--- config.mk ---
export PLATFORM = sky130hd
export DESIGN_NAME = sd_cmd_serializer
export DESIGN_NICKNAME = d
export VERILOG_FILES = /design/src/rtl/sd_cmd_serializer.sv
export SDC_FILE = /design/constraint.sdc
export NUM_CORES = 1
export LEC_CHECK = 0
export ABC_AREA = 1
export ABC_CLOCK_PERIOD_IN_PS = 2100
export BUFFER_PORTS_ARGS = -buffer_cell sky130_fd_sc_hd__buf_2
export CAP_MARGIN = 20
export CELL_PAD_IN_SITES_DETAIL_PLACEMENT = 1
export CELL_PAD_IN_SITES_GLOBAL_PLACEMENT = 1
export CORE_ASPECT_RATIO = 0.75
export CORE_UTILIZATION = 40
export CTS_BUF_LIST = sky130_fd_sc_hd__clkbuf_8
export DETAILED_ROUTE_END_ITERATION = 10
export HOLD_SLACK_MARGIN = 0.05
export PLACE_DENSITY = 0.78
export SLEW_MARGIN = 20
export SYNTH_ARGS = -nofsm -noshare
export SYNTH_HDL_FRONTEND = slang
export SYNTH_SLANG_ARGS = --single-unit
--- constraint.sdc ---
create_clock -name iSD_clock -period 2.1 [get_ports iSD_clock]
set_input_delay 0.42 -clock iSD_clock [delete_from_list [all_inputs] [get_ports iSD_clock]]
set_output_delay 0.42 -clock iSD_clock [all_outputs]
set_load 0.02 [all_outputs]
--- src/rtl/sd_cmd_serializer.sv ---
// sd_cmd_serializer
// Wraps a parallel payload into a complete SD command frame and shifts it out
// on the CMD line: start bit (0), transmission bit (1), payload, optional CRC7,
// end bit (1). Handshake toward the command FSM is a 4-phase iEnable/oComplete
// exchange; a frame runs to completion unless iReset is asserted.
//
// Ports
//   iSD_clock  : single clock, all state changes on the rising edge
//   iReset     : asynchronous, active-high reset
//   iEnable    : frame request, only looked at while idle
//   iParallel  : payload, captured on the accepting edge
//   oSerial    : registered CMD-line bit
//   oComplete  : frame finished, held until iEnable goes low
//   oBusy      : high while frame bits are on the line
module sd_cmd_serializer #(
  parameter int DATA_WIDTH = 38,
  parameter bit CRC_ENABLE = 1'b1,
  parameter bit MSB_FIRST  = 1'b1,
  parameter bit IDLE_LEVEL = 1'b1
) (
  input  logic                  iSD_clock,
  input  logic                  iReset,
  input  logic                  iEnable,
  input  logic [DATA_WIDTH-1:0] iParallel,
  output logic                  oSerial,
  output logic                  oComplete,
  output logic                  oBusy
);

  localparam int CNT_W = $clog2(DATA_WIDTH + 1);
  localparam logic [CNT_W-1:0] LAST_BIT = CNT_W'(DATA_WIDTH - 1);

  // Each state names what is currently being driven on the line, so the
  // registered output and the state always describe the same cycle.
  typedef enum logic [2:0] {
    S_IDLE,
    S_START,
    S_TXBIT,
    S_DATA,
    S_CRC,
    S_END,
    S_DONE
  } state_t;

  state_t                state_q;
  logic [DATA_WIDTH-1:0] shift_q;
  logic [CNT_W-1:0]      bitCnt_q;
  logic [2:0]            crcCnt_q;
  logic [6:0]            crc_q;
  logic                  serial_q;
  logic                  complete_q;
  logic                  busy_q;

  logic                  dataBit_d;
  logic [DATA_WIDTH-1:0] shift_d;

  // CRC7 (x^7 + x^3 + 1), one bit per call.
  function automatic logic [6:0] crc7Step(input logic [6:0] crc, input logic bitIn);
    logic fb;
    fb = bitIn ^ crc[6];
    return {crc[5:0], 1'b0} ^ (fb ? 7'h09 : 7'h00);
  endfunction

  // Next payload bit to drive and the shift register after it leaves.
  assign dataBit_d = MSB_FIRST ? shift_q[DATA_WIDTH-1] : shift_q[0];
  assign shift_d   = MSB_FIRST ? (shift_q << 1) : (shift_q >> 1);

  assign oSerial   = serial_q;
  assign oComplete = complete_q;
  assign oBusy     = busy_q;

  // Frame sequencer. Every bit is loaded into serial_q on the edge before the
  // cycle it occupies, and the CRC absorbs it at that same edge. The start bit
  // is 0 into a cleared CRC, so clearing on acceptance is already correct.
  // The CRC register is frozen while its bits are sent; crcCnt_q indexes it.
  always_ff @(posedge iSD_clock or posedge iReset) begin
    if (iReset) begin
      state_q    <= S_IDLE;
      shift_q    <= '0;
      bitCnt_q   <= '0;
      crcCnt_q   <= '0;
      crc_q      <= '0;
      serial_q   <= IDLE_LEVEL;
      complete_q <= 1'b0;
      busy_q     <= 1'b0;
    end else begin
      unique case (state_q)
        S_IDLE: begin
          serial_q   <= IDLE_LEVEL;
          complete_q <= 1'b0;
          busy_q     <= 1'b0;
          if (iEnable) begin
            state_q  <= S_START;
            shift_q  <= iParallel;
            crc_q    <= '0;
            bitCnt_q <= '0;
            crcCnt_q <= '0;
            serial_q <= 1'b0;
            busy_q   <= 1'b1;
          end
        end
        S_START: begin
          state_q  <= S_TXBIT;
          serial_q <= 1'b1;
          crc_q    <= crc7Step(crc_q, 1'b1);
        end
        S_TXBIT: begin
          state_q  <= S_DATA;
          serial_q <= dataBit_d;
          crc_q    <= crc7Step(crc_q, dataBit_d);
          shift_q  <= shift_d;
          bitCnt_q <= '0;
        end
        S_DATA: begin
          if (bitCnt_q == LAST_BIT) begin
            if (CRC_ENABLE) begin
              state_q  <= S_CRC;
              serial_q <= crc_q[6];
              crcCnt_q <= 3'd1;
            end else begin
              state_q  <= S_END;
              serial_q <= 1'b1;
            end
          end else begin
            serial_q <= dataBit_d;
            crc_q    <= crc7Step(crc_q, dataBit_d);
            shift_q  <= shift_d;
            bitCnt_q <= bitCnt_q + CNT_W'(1);
          end
        end
        S_CRC: begin
          if (crcCnt_q == 3'd7) begin
            state_q  <= S_END;
            serial_q <= 1'b1;
          end else begin
            serial_q <= crc_q[3'd6 - crcCnt_q];
            crcCnt_q <= crcCnt_q + 3'd1;
          end
        end
        S_END: begin
          state_q    <= S_DONE;
          serial_q   <= IDLE_LEVEL;
          busy_q     <= 1'b0;
          complete_q <= 1'b1;
        end
        S_DONE: begin
          // Holding iEnable high keeps us here; no retrigger without a low phase.
          if (!iEnable) begin
            state_q    <= S_IDLE;
            complete_q <= 1'b0;
          end
        end
        default: begin
          state_q    <= S_IDLE;
          serial_q   <= IDLE_LEVEL;
          complete_q <= 1'b0;
          busy_q     <= 1'b0;
        end
      endcase
    end
  end

endmodule

==> results of run 1 <==
final cells by class:
type	count	area share (%)
clock buffer	10	3.46
clock inverter	5	1.16
inverter	67	6.39
multi-input combinational	228	39.7
sequential	60	37.8
tap	108	3.40
timing repair buffer	49	8.12
routing by layer:
metal / vias to the layer above / share of wire, % / GRT usage [%]
met4: 0 / 1.3 / 5.74
met1: 1264 / 49 / 25.0
li1: 1321 / - / -
met2: 32 / 47 / 26.7
met3: 10 / 2.7 / 4.00
met5: - / 0 / 0
power breakdown:
part	total, W	switching (W)	internal (W)
combinational	0.00357	0.00222	0.00135
clock	0.00101	0.000449	0.000559
sequential	0.00190	0.000206	0.00169
total	0.00648	0.00287	0.00361
cell families (layout without fill, tap and decap cells):
kind of cell	count (synthesis)	after routing	share of synthesized area [%]
fa+ha+maj	5	5	1.78
buf+inv	84	131	12.3
flops	60	60	42.7
simple gates	112	112	14.8
xor+xnor	4	4	0.996
compound gates	107	107	27.4
per-stage QoR:
step                      util (%)  hold WS [ps]  std cells
after floorplan                  -           470        372
after global placement        44.7           483        512
after detailed placement      44.7           494        512
after CTS                     46.8           144        527
after global routing          46.8           157        527
final                         46.8           130        527
synthesized netlist by cell type:
cell type	n
clkbuf_2	1
ha_1	5
nor2_8	1
o211ai_1	4
nand3_2	1
buf_2	6
nand4_2	1
nand2_1	74
buf_6	2
nor2_2	1
a21oi_1	3
inv_4	1
o21bai_1	2
o22ai_1	7
clkbuf_1	2
nor2_4	1
o21ai_1	3
or2_2	1
o21ai_0	14
nor2_1	9
inv_1	64
o31ai_1	2
dfrtp_1	59
nor3_1	1
nand2_4	2
nand4_1	1
buf_12	5
dfstp_2	1
o211ai_2	34
o21ai_2	38
xor2_1	4
inv_2	2
nand3_4	1
buf_8	1
nand3_1	18
path summary, 6_finish.rpt:
| path | depth (start not counted) | endpoint | startpoint |
|---|---|---|---|
| max | 10 | shift_q[12]$_DFFE_PP0P_ | bitCnt_q[1]$_DFFE_PP0P_ |
| min | 3 | shift_q[20]$_DFFE_PP0P_ | iReset |
| max reg2reg | 10 | shift_q[12]$_DFFE_PP0P_ | bitCnt_q[1]$_DFFE_PP0P_ |
| min reg2reg | 2 | oBusy$_DFFE_PP0N_ | oBusy$_DFFE_PP0N_ |
| max in group asynchronous | 3 | oSerial$_DFFE_PP1P_ | iReset |
| min in group iSD_clock | 3 | shift_q[10]$_DFFE_PP0P_ | iParallel[10] |
sequential cells by signal, summed over array words and instances, names as in the netlist:
register / cells
shift_q: 38
oSerial: 1
crcCnt_q: 3
bitCnt_q: 6
state_q: 3
crc_q: 7
oComplete: 1
oBusy: 1
worst min-delay path, stage by stage:
cell and delay, ps:
buf_2 100, inv_2 60, buf_12 280
==> flow_summary_export.csv, run 1 <==
group,metric,value,unit
clock_tree,cts.repair.resized,0,
placed_design,dp_slack,263,ps
logic_synthesis,syn_avg_cell_area,9.45,sq um
layout,area_growth,13.1,%
sta,max-slew-margin-rel,67.1,%
clock_tree,post_cts_buffers,0,
critical_path,worstPathRequired,2370,ps
drt,drc,0,
sta,finalWorstSetupSlack,257,ps
placed_design,portBuffers,43,
floorplan,placementRows,29,
clock_tree,clock_latency,340,ps
floorplan,core_area,0.00849,sq mm
clock_tree,clock_sinks,60,
layout,design_area,0.00398,sq mm
pwr,powerDensity,1630,mW/mm^2
layout,diodes,0,
clock_tree,cts.clk_slew.worst_paths,70,ps
sta,finalCriticalPeriod,1840,ps
sta,rsz0062_at_grt,"false",
logic_synthesis,ys_warn_count,0,
clock_tree,htree_levels,3,
grt,grt_max_degree,75,
layout,layout_common_cells,"74 x nand2_1, 65 x inv_1, 59 x dfrtp_1",
clock_tree,ctsHoldBuffers,0,
clock_tree,cts_root_buffer,"clkbuf_8",
floorplan,die_area,0.00917,sq mm
run,max_cap_viol_count,0,
drt,routedWlPerCell,13.9,um
placed_design,dpl.hpwl,5280,um
drt,drt_first_pass_iters,4,
sta,period_share,87.8,%
sta,fin_tns_setup,0,ps
critical_path,crit_chain,"inv_1 > ha_1 > nand3_1 > nor2_4 > nand2_4 > nand3_4 > inv_4 > buf_4 > o211ai_2 > o21ai_2",
layout,fillCellCount,991,
grt,overflow,0,
layout,mostFrequentLayoutCell,"nand2_1",
grt,antenna_found_initial,0,
grt,grt_pass1_vias,2638,
grt,grt_pass1_wl,12700,um
clock_tree,tritoncts,"yes",
grt,track_usage,17.7,%
critical_path,cp_max_fo,25,
logic_synthesis,syn_nets,418,
layout,drive_gt1_share,35.3,%
critical_path,arrival,2120,ps
drt,vias,2627,
critical_path,cp.buffers_inverters,3,
critical_path,cp_slowest_cell,"dfrtp_1",
logic_synthesis,ys_ff_latch,60,
critical_path,critPathCaptureType,"flop",
drt,drt_wl_total,7320,um
pwr,leakagePower,2.01,nW
sta,finalClockSkew,9.22,ps
clock_tree,cts_buffer_depth,2,
sta,slew_viol_final,0,
drt,ant_nets,0,
status,status,"finished clean",
critical_path,cp_top_family,"buffers and inverters",
sta,tightest_slew,492,ps
critical_path,critPathLaunchType,"flop",
logic_synthesis,syn_area,0.00352,sq mm
critical_path,path_class,"reg2reg",
floorplan,die_w,110,um
layout,regArea,0.00150,sq mm
critical_path,reg2reg_slack,260,ps
floorplan,num_io_pins,44,
critical_path,slowest_delay,400,ps
logic_synthesis,yosysTopAreaCell,"dfrtp_1",
logic_synthesis,synth_top_area_share,42.0,%
logic_synthesis,seq_area_frac_synth,42.7,%
layout,fin_nets,461,
sta,final_hold_viol_count,0,
layout,multi_input_area,0.00158,sq mm
pwr,p_total,0.00648,W
sta,setup_violations,0,
drt,avgViaCountPerCell,4.98,
floorplan,die_y,83.2,um
clock_tree,numCtsBuffers,9,
logic_synthesis,synth.distinct_cells,35,
hold_path,min_path_type,"in2async",
floorplan,start_util,41.4,%
placed_design,gp_congestion,0.793,
pwr,peakVddDrop,742,uV
drt,drtIter0Drc,128,
logic_synthesis,netlist_top_cells_area,"dfrtp_1 42%, o211ai_2 12%, o21ai_2 9.5%",
logic_synthesis,synth_cells,372,
placed_design,place_area,0.00379,sq mm
sta,fmax,0.543,GHz
No activity file was read; power rests on OpenSTA's default activity.
==> run 2: changes to the inputs <==
- CTS_BUF_LIST: sky130_fd_sc_hd__clkbuf_8 -> sky130_fd_sc_hd__clkbuf_16
- SKIP_LAST_GASP: unset -> 1
==> run 2 against run 1 <==
  * Fmax about the same
  * Sequential power about the same
  * Setup slack improved by 0.58 ps
  * Global-route usage increased by 0.48 points
  * Combinational power about the same
==> flow_summary_export.csv, run 2 (synthesized netlist as in run 1, its figures left out) <==
group,metric,value,unit
status,status,"finished clean",
pwr,p_comb_share,52.0,%
drt,dr_wl_met3,248,um
floorplan,placementRows,29,
sta,fmax,0.543,GHz
clock_tree,ctsHoldBuffers,0,
sta,finalWorstSetupSlack,258,ps
drt,vias,2635,
floorplan,die_area,0.00917,sq mm
clock_tree,cts_root_buffer,"clkbuf_16",
drt,routedWlPerCell,14.2,um
drt,wl_met2,3430,um
layout,fillCellCount,989,
sta,finalCriticalPeriod,1840,ps
drt,avgViaCountPerCell,5.00,
sta,finalClockSkew,9.46,ps
placed_design,dp_slack,263,ps
grt,grt_pass1_wl,12900,um
critical_path,cp_max_fo,25,
critical_path,critPathLaunchType,"flop",
critical_path,cp.buffers_inverters,3,
sta,rsz0062_at_grt,"false",
sta,max-slew-margin-rel,66.4,%
floorplan,start_util,41.4,%
layout,area_growth,15.7,%
sta,tightest_slew,502,ps
sta,fin_tns_setup,0,ps
critical_path,slowest_delay,390,ps
layout,diodes,0,
layout,layout_common_cells,"74 x nand2_1, 65 x inv_1, 59 x dfrtp_1",
clock_tree,cts_buffer_depth,2,
critical_path,arrival,2110,ps
pwr,seqPwrFrac,27.7,%
pwr,leakagePower,2.05,nW
pwr,swShare,42.7,%
placed_design,gp_congestion,0.793,
floorplan,die_w,110,um
layout,drive_gt1_share,35.1,%
layout,top_regs,"shift_q: 38 flops, crc_q: 7 flops, bitCnt_q: 6 flops",
sta,slew_viol_final,0,
placed_design,numPlacedInstances,512,
layout,fin_nets,461,
grt,grt_max_degree,75,
layout,mostFrequentLayoutCell,"nand2_1",
pwr,powerDensity,1690,mW/mm^2
pwr,p_switching,0.00294,W
sta,period_share,87.7,%
layout,regMostFlops,"shift_q",
grt,track_usage,18.2,%
hold_path,min_path_type,"in2async",
floorplan,die_y,83.2,um
drt,drt_wl_total,7500,um
drt,drt_first_pass_iters,4,
critical_path,cp_top_family,"buffers and inverters",
drt,drc,0,
sta,setup_violations,0,
clock_tree,clock_sinks,60,
layout,final_cells,527,
drt,highest_layer,"met4",
placed_design,dpl.hpwl,5280,um
grt,overflow,0,
clock_tree,numCtsBuffers,9,
clock_tree,clock_latency,330,ps
drt,drtIter0Drc,91,
sta,final_hold_viol_count,0,
pwr,peakVddDrop,780,uV
critical_path,worstPathRequired,2360,ps
layout,design_area,0.00407,sq mm
critical_path,cp_slowest_cell,"dfrtp_1",
grt,antenna_found_initial,0,
pwr,power_frac_clock,20.3,%
layout,largest_register_ffs,38,
clock_tree,cts.clk_slew.worst_paths,50,ps
clock_tree,post_cts_buffers,0,
critical_path,path_class,"reg2reg",
drt,wl_met1,3700,um
critical_path,critPathCaptureType,"flop",
placed_design,portBuffers,43,
sta,holdWs,142,ps
critical_path,reg2reg_slack,260,ps
layout,multi_input_area,0.00158,sq mm
floorplan,num_io_pins,44,
drt,ant_nets,0,
grt,grt_pass1_vias,2676,
critical_path,crit_chain,"inv_1 > ha_1 > nand3_1 > nor2_4 > nand2_4 > nand3_4 > inv_4 > buf_4 > o211ai_2 > o21ai_2",
clock_tree,cts.repair.resized,0,
run,max_cap_viol_count,0,
floorplan,core_area,0.00849,sq mm
clock_tree,htree_levels,3,
placed_design,place_area,0.00379,sq mm
clock_tree,tritoncts,"yes",
pwr,power.internal,0.00394,W
layout,regArea,0.00150,sq mm
## run 2: power by group through the flow
stage | Combinational [W] | Sequential (W) | Clock (W)
6_report | 0.00358 | 0.00191 | 0.00139
5_1_grt | 0.00398 | 0.00196 | 0.00148
4_1_cts | 0.00363 | 0.00191 | 0.00142
3_5_place_dp | 0.00361 | 0.00192 | 0
3_3_place_gp | 0.00347 | 0.00190 | 0
2_1_floorplan | 0.00318 | 0.00189 | 0
## run 2: worst paths after layout
path / startpoint / end / cells past startpoint
hold / removal: iReset / shift_q[20]$_DFFE_PP0P_ / 3
min in group iSD_clock: iParallel[10] / shift_q[10]$_DFFE_PP0P_ / 3
max in group asynchronous: iReset / oSerial$_DFFE_PP1P_ / 3
setup reg to reg: bitCnt_q[1]$_DFFE_PP0P_ / shift_q[12]$_DFFE_PP0P_ / 10
hold reg to reg: oBusy$_DFFE_PP0N_ / oBusy$_DFFE_PP0N_ / 2
setup / recovery: bitCnt_q[1]$_DFFE_PP0P_ / shift_q[12]$_DFFE_PP0P_ / 10
## run 2: layer usage
layer  global-route usage (%)  vias to the layer above
li1                         -                     1321
met1                     24.9                     1273
met2                     27.2                       31
met3                     5.42                       10
met4                     6.10                        0
met5                        0                        -
## run 2: worst reg2reg max path, stage by stage (launching register included)
cell	delay [ps]
dfrtp_1	390
inv_1	60
ha_1	200
nand3_1	130
nor2_4	50
nand2_4	80
nand3_4	100
inv_4	320
buf_4	260
o211ai_2	110
o21ai_2	60
## run 2: cell type report
class                   count  area share (%)
multi-input cells         228            38.8
repair buffers             49            7.93
flip-flops and latches     60            36.9
clock buffers               9            5.54
well taps                 108            3.32
clock inverters             6            1.23
inverters                  67            6.24
## run 2: through the flow
| stage | utilization [%] | power (W) |
|---|---|---|
| after floorplan | - | 0.00507 |
| after global placement | 44.7 | 0.00537 |
| after detailed placement | 44.7 | 0.00554 |
| after CTS | 47.9 | 0.00697 |
| after global routing | 47.9 | 0.00741 |
| final | 47.9 | 0.00688 |
==> run 3: changes to the inputs <==
- CAP_MARGIN: 20 -> unset
- REMOVE_ABC_BUFFERS: unset -> 1
- SETUP_SLACK_MARGIN: unset -> 0.4
==> run 3 against run 2 <==
  * Non-clock buffer count increased by 8
  * Fmax increased by 11%
  * Clock power about the same
  * Global-route usage rose by 1.9 points
  * Critical path type unchanged
==> flow_summary_export.csv, run 3 (synthesized netlist as in run 1, its figures left out) <==
group,metric,value,unit
layout,area_growth,19.4,%
hold_path,min_path_type,"in2async",
drt,avgViaCountPerCell,5.01,
pwr,peakVddDrop,829,uV
layout,drive_gt1_share,36.9,%
clock_tree,cts_buffer_depth,2,
floorplan,die_y,83.2,um
layout,top_regs,"shift_q: 38 flops, crc_q: 7 flops, bitCnt_q: 6 flops",
grt,track_usage,20.0,%
sta,finalCriticalPeriod,1650,ps
pwr,power_frac_clock,18.9,%
layout,largest_register_ffs,38,
sta,tightest_slew,476,ps
clock_tree,ctsHoldBuffers,0,
pwr,p_switching,0.00309,W
sta,finalWorstSetupSlack,447,ps
pwr,leakagePower,2.11,nW
floorplan,placementRows,29,
layout,mostFrequentLayoutCell,"nand2_1",
grt,grt-busiest-layer,"met2",
clock_tree,clock_sinks,60,
pwr,seqPwrFrac,26.5,%
placed_design,dp_slack,362,ps
clock_tree,tritoncts,"yes",
pwr,power.internal,0.00416,W
sta,fmax,0.605,GHz
critical_path,r2r-start,"bitCnt_q[1]$_DFFE_PP0P_",
placed_design,portBuffers,43,
drt,drt_wl_total,8420,um
critical_path,critPathLaunchType,"flop",
grt,overflow,0,
clock_tree,numCtsBuffers,9,
grt,grt_pass1_wl,14000,um
sta,period_share,78.7,%
grt,antenna_found_initial,0,
sta,holdWs,112,ps
placed_design,dpl.hpwl,5480,um
critical_path,cp_max_fo,14,
layout,regMostFlops,"shift_q",
status,status,"finished clean",
critical_path,reg2regPathDepth,10,
drt,drc,0,
pwr,p_comb_share,54.6,%
floorplan,core_area,0.00849,sq mm
sta,rsz0062_at_grt,"true",
critical_path,crit_chain,"inv_1 > ha_1 > nand3_2 > nor2_4 > nand2_4 > nand3_4 > inv_6 > buf_16 > o211ai_1 > o21ai_2",
grt,grt_pass1_vias,2849,
critical_path,crit_start,"bitCnt_q[1]$_DFFE_PP0P_",
critical_path,worstPathRequired,2300,ps
layout,diodes,0,
layout,layout_common_cells,"74 x nand2_1, 63 x inv_1, 59 x dfrtp_1",
layout,regArea,0.00150,sq mm
sta,final_hold_viol_count,0,
grt,gr-usage-met2,30.7,%
critical_path,reg2reg_slack,450,ps
drt,drt_first_pass_iters,6,
critical_path,cp_slowest_cell,"dfrtp_1",
floorplan,die_area,0.00917,sq mm
pwr,swShare,42.6,%
sta,max-slew-margin-rel,68.3,%
drt,routedWlPerCell,15.8,um
drt,vias,2677,
layout,fin_nets,469,
pwr,powerDensity,1730,mW/mm^2
layout,fillCellCount,996,
critical_path,path_class,"reg2reg",
critical_path,critPathCaptureType,"flop",
placed_design,gp_congestion,0.816,
critical_path,slowest_delay,410,ps
pwr,p_total,0.00725,W
clock_tree,cts.clk_slew.worst_paths,50,ps
sta,finalClockSkew,8.85,ps
critical_path,arrival,1860,ps
critical_path,crit-reg2reg-capture,"shift_q[28]$_DFFE_PP0P_",
critical_path,cp.buffers_inverters,3,
sta,slew_viol_final,0,
floorplan,start_util,41.4,%
sta,setup_violations,0,
grt,grt_util_met3,4.47,%
clock_tree,htree_levels,3,
grt,grt_max_degree,38,
run,max_cap_viol_count,0,
drt,ant_nets,0,
grt,use_met1,27.8,%
clock_tree,cts_root_buffer,"clkbuf_16",
drt,drtIter0Drc,190,
floorplan,die_w,110,um
critical_path,cp.depth,10,
layout,multi_input_area,0.00159,sq mm
critical_path,cp_top_family,"simple AND/OR/NAND/NOR gates",
clock_tree,clock_latency,320,ps
floorplan,num_io_pins,44,
[run 3: cell type report]
cell class	instances	share of cell area, %
multi-input combinational	228	37.9
clock inverter	5	1.10
inverter	67	6.17
sequential	60	35.8
clock buffer	9	5.37
tap	108	3.22
timing repair buffer	57	10.4
[run 3: what timing repair did]
item                                    4_1_cts  5_1_grt
cloned                                        1        2
gates resized for setup                       4        5
endpoints found under the setup margin       30       50
buffers inserted                              1        3
[run 3: metal layers]
| metal | vias to the layer above | wire length [um] |
|---|---|---|
| met5 | - | 0 |
| li1 | 1335 | - |
| met3 | 7 | 255 |
| met1 | 1290 | 4070 |
| met2 | 45 | 4010 |
| met4 | 0 | 83 |
[run 3: power by group through the flow]
stage / combinational, W / sequential (W) / clock, W
3_3_place_gp: 0.00343 / 0.00190 / 0
2_1_floorplan: 0.00274 / 0.00189 / 0
5_1_grt: 0.00439 / 0.00198 / 0.00145
4_1_cts: 0.00375 / 0.00192 / 0.00141
6_report: 0.00396 / 0.00192 / 0.00137
3_5_place_dp: 0.00356 / 0.00192 / 0
[run 3: how the worst max path moves through the flow]
| stage | to | slack, ps |
|---|---|---|
| 6_report | shift_q[28]$_DFFE_PP0P_ | 450 |
| 4_1_cts | oSerial$_DFFE_PP1P_ | 410 |
| 5_1_grt | state_q[2]$_DFFE_PP0P_ | 360 |
| 2_1_floorplan | crc_q[3]$_DFFE_PP0P_ | -790 |
| 3_5_place_dp | shift_q[28]$_DFFE_PP0P_ | 360 |
| 3_3_place_gp | shift_q[27]$_DFFE_PP0P_ | 430 |
[run 3: metrics by stage]
step                      utilization [%]  TNS, ps  cell area [sq um]  std cells
final                                49.4        0               4200        534
after global routing                 49.4        0               4200        534
after CTS                            48.4        0               4110        529
after detailed placement             44.6        0               3790        513
after global placement               44.6        0               3790        513
after floorplan                         -   -23510               3340        355
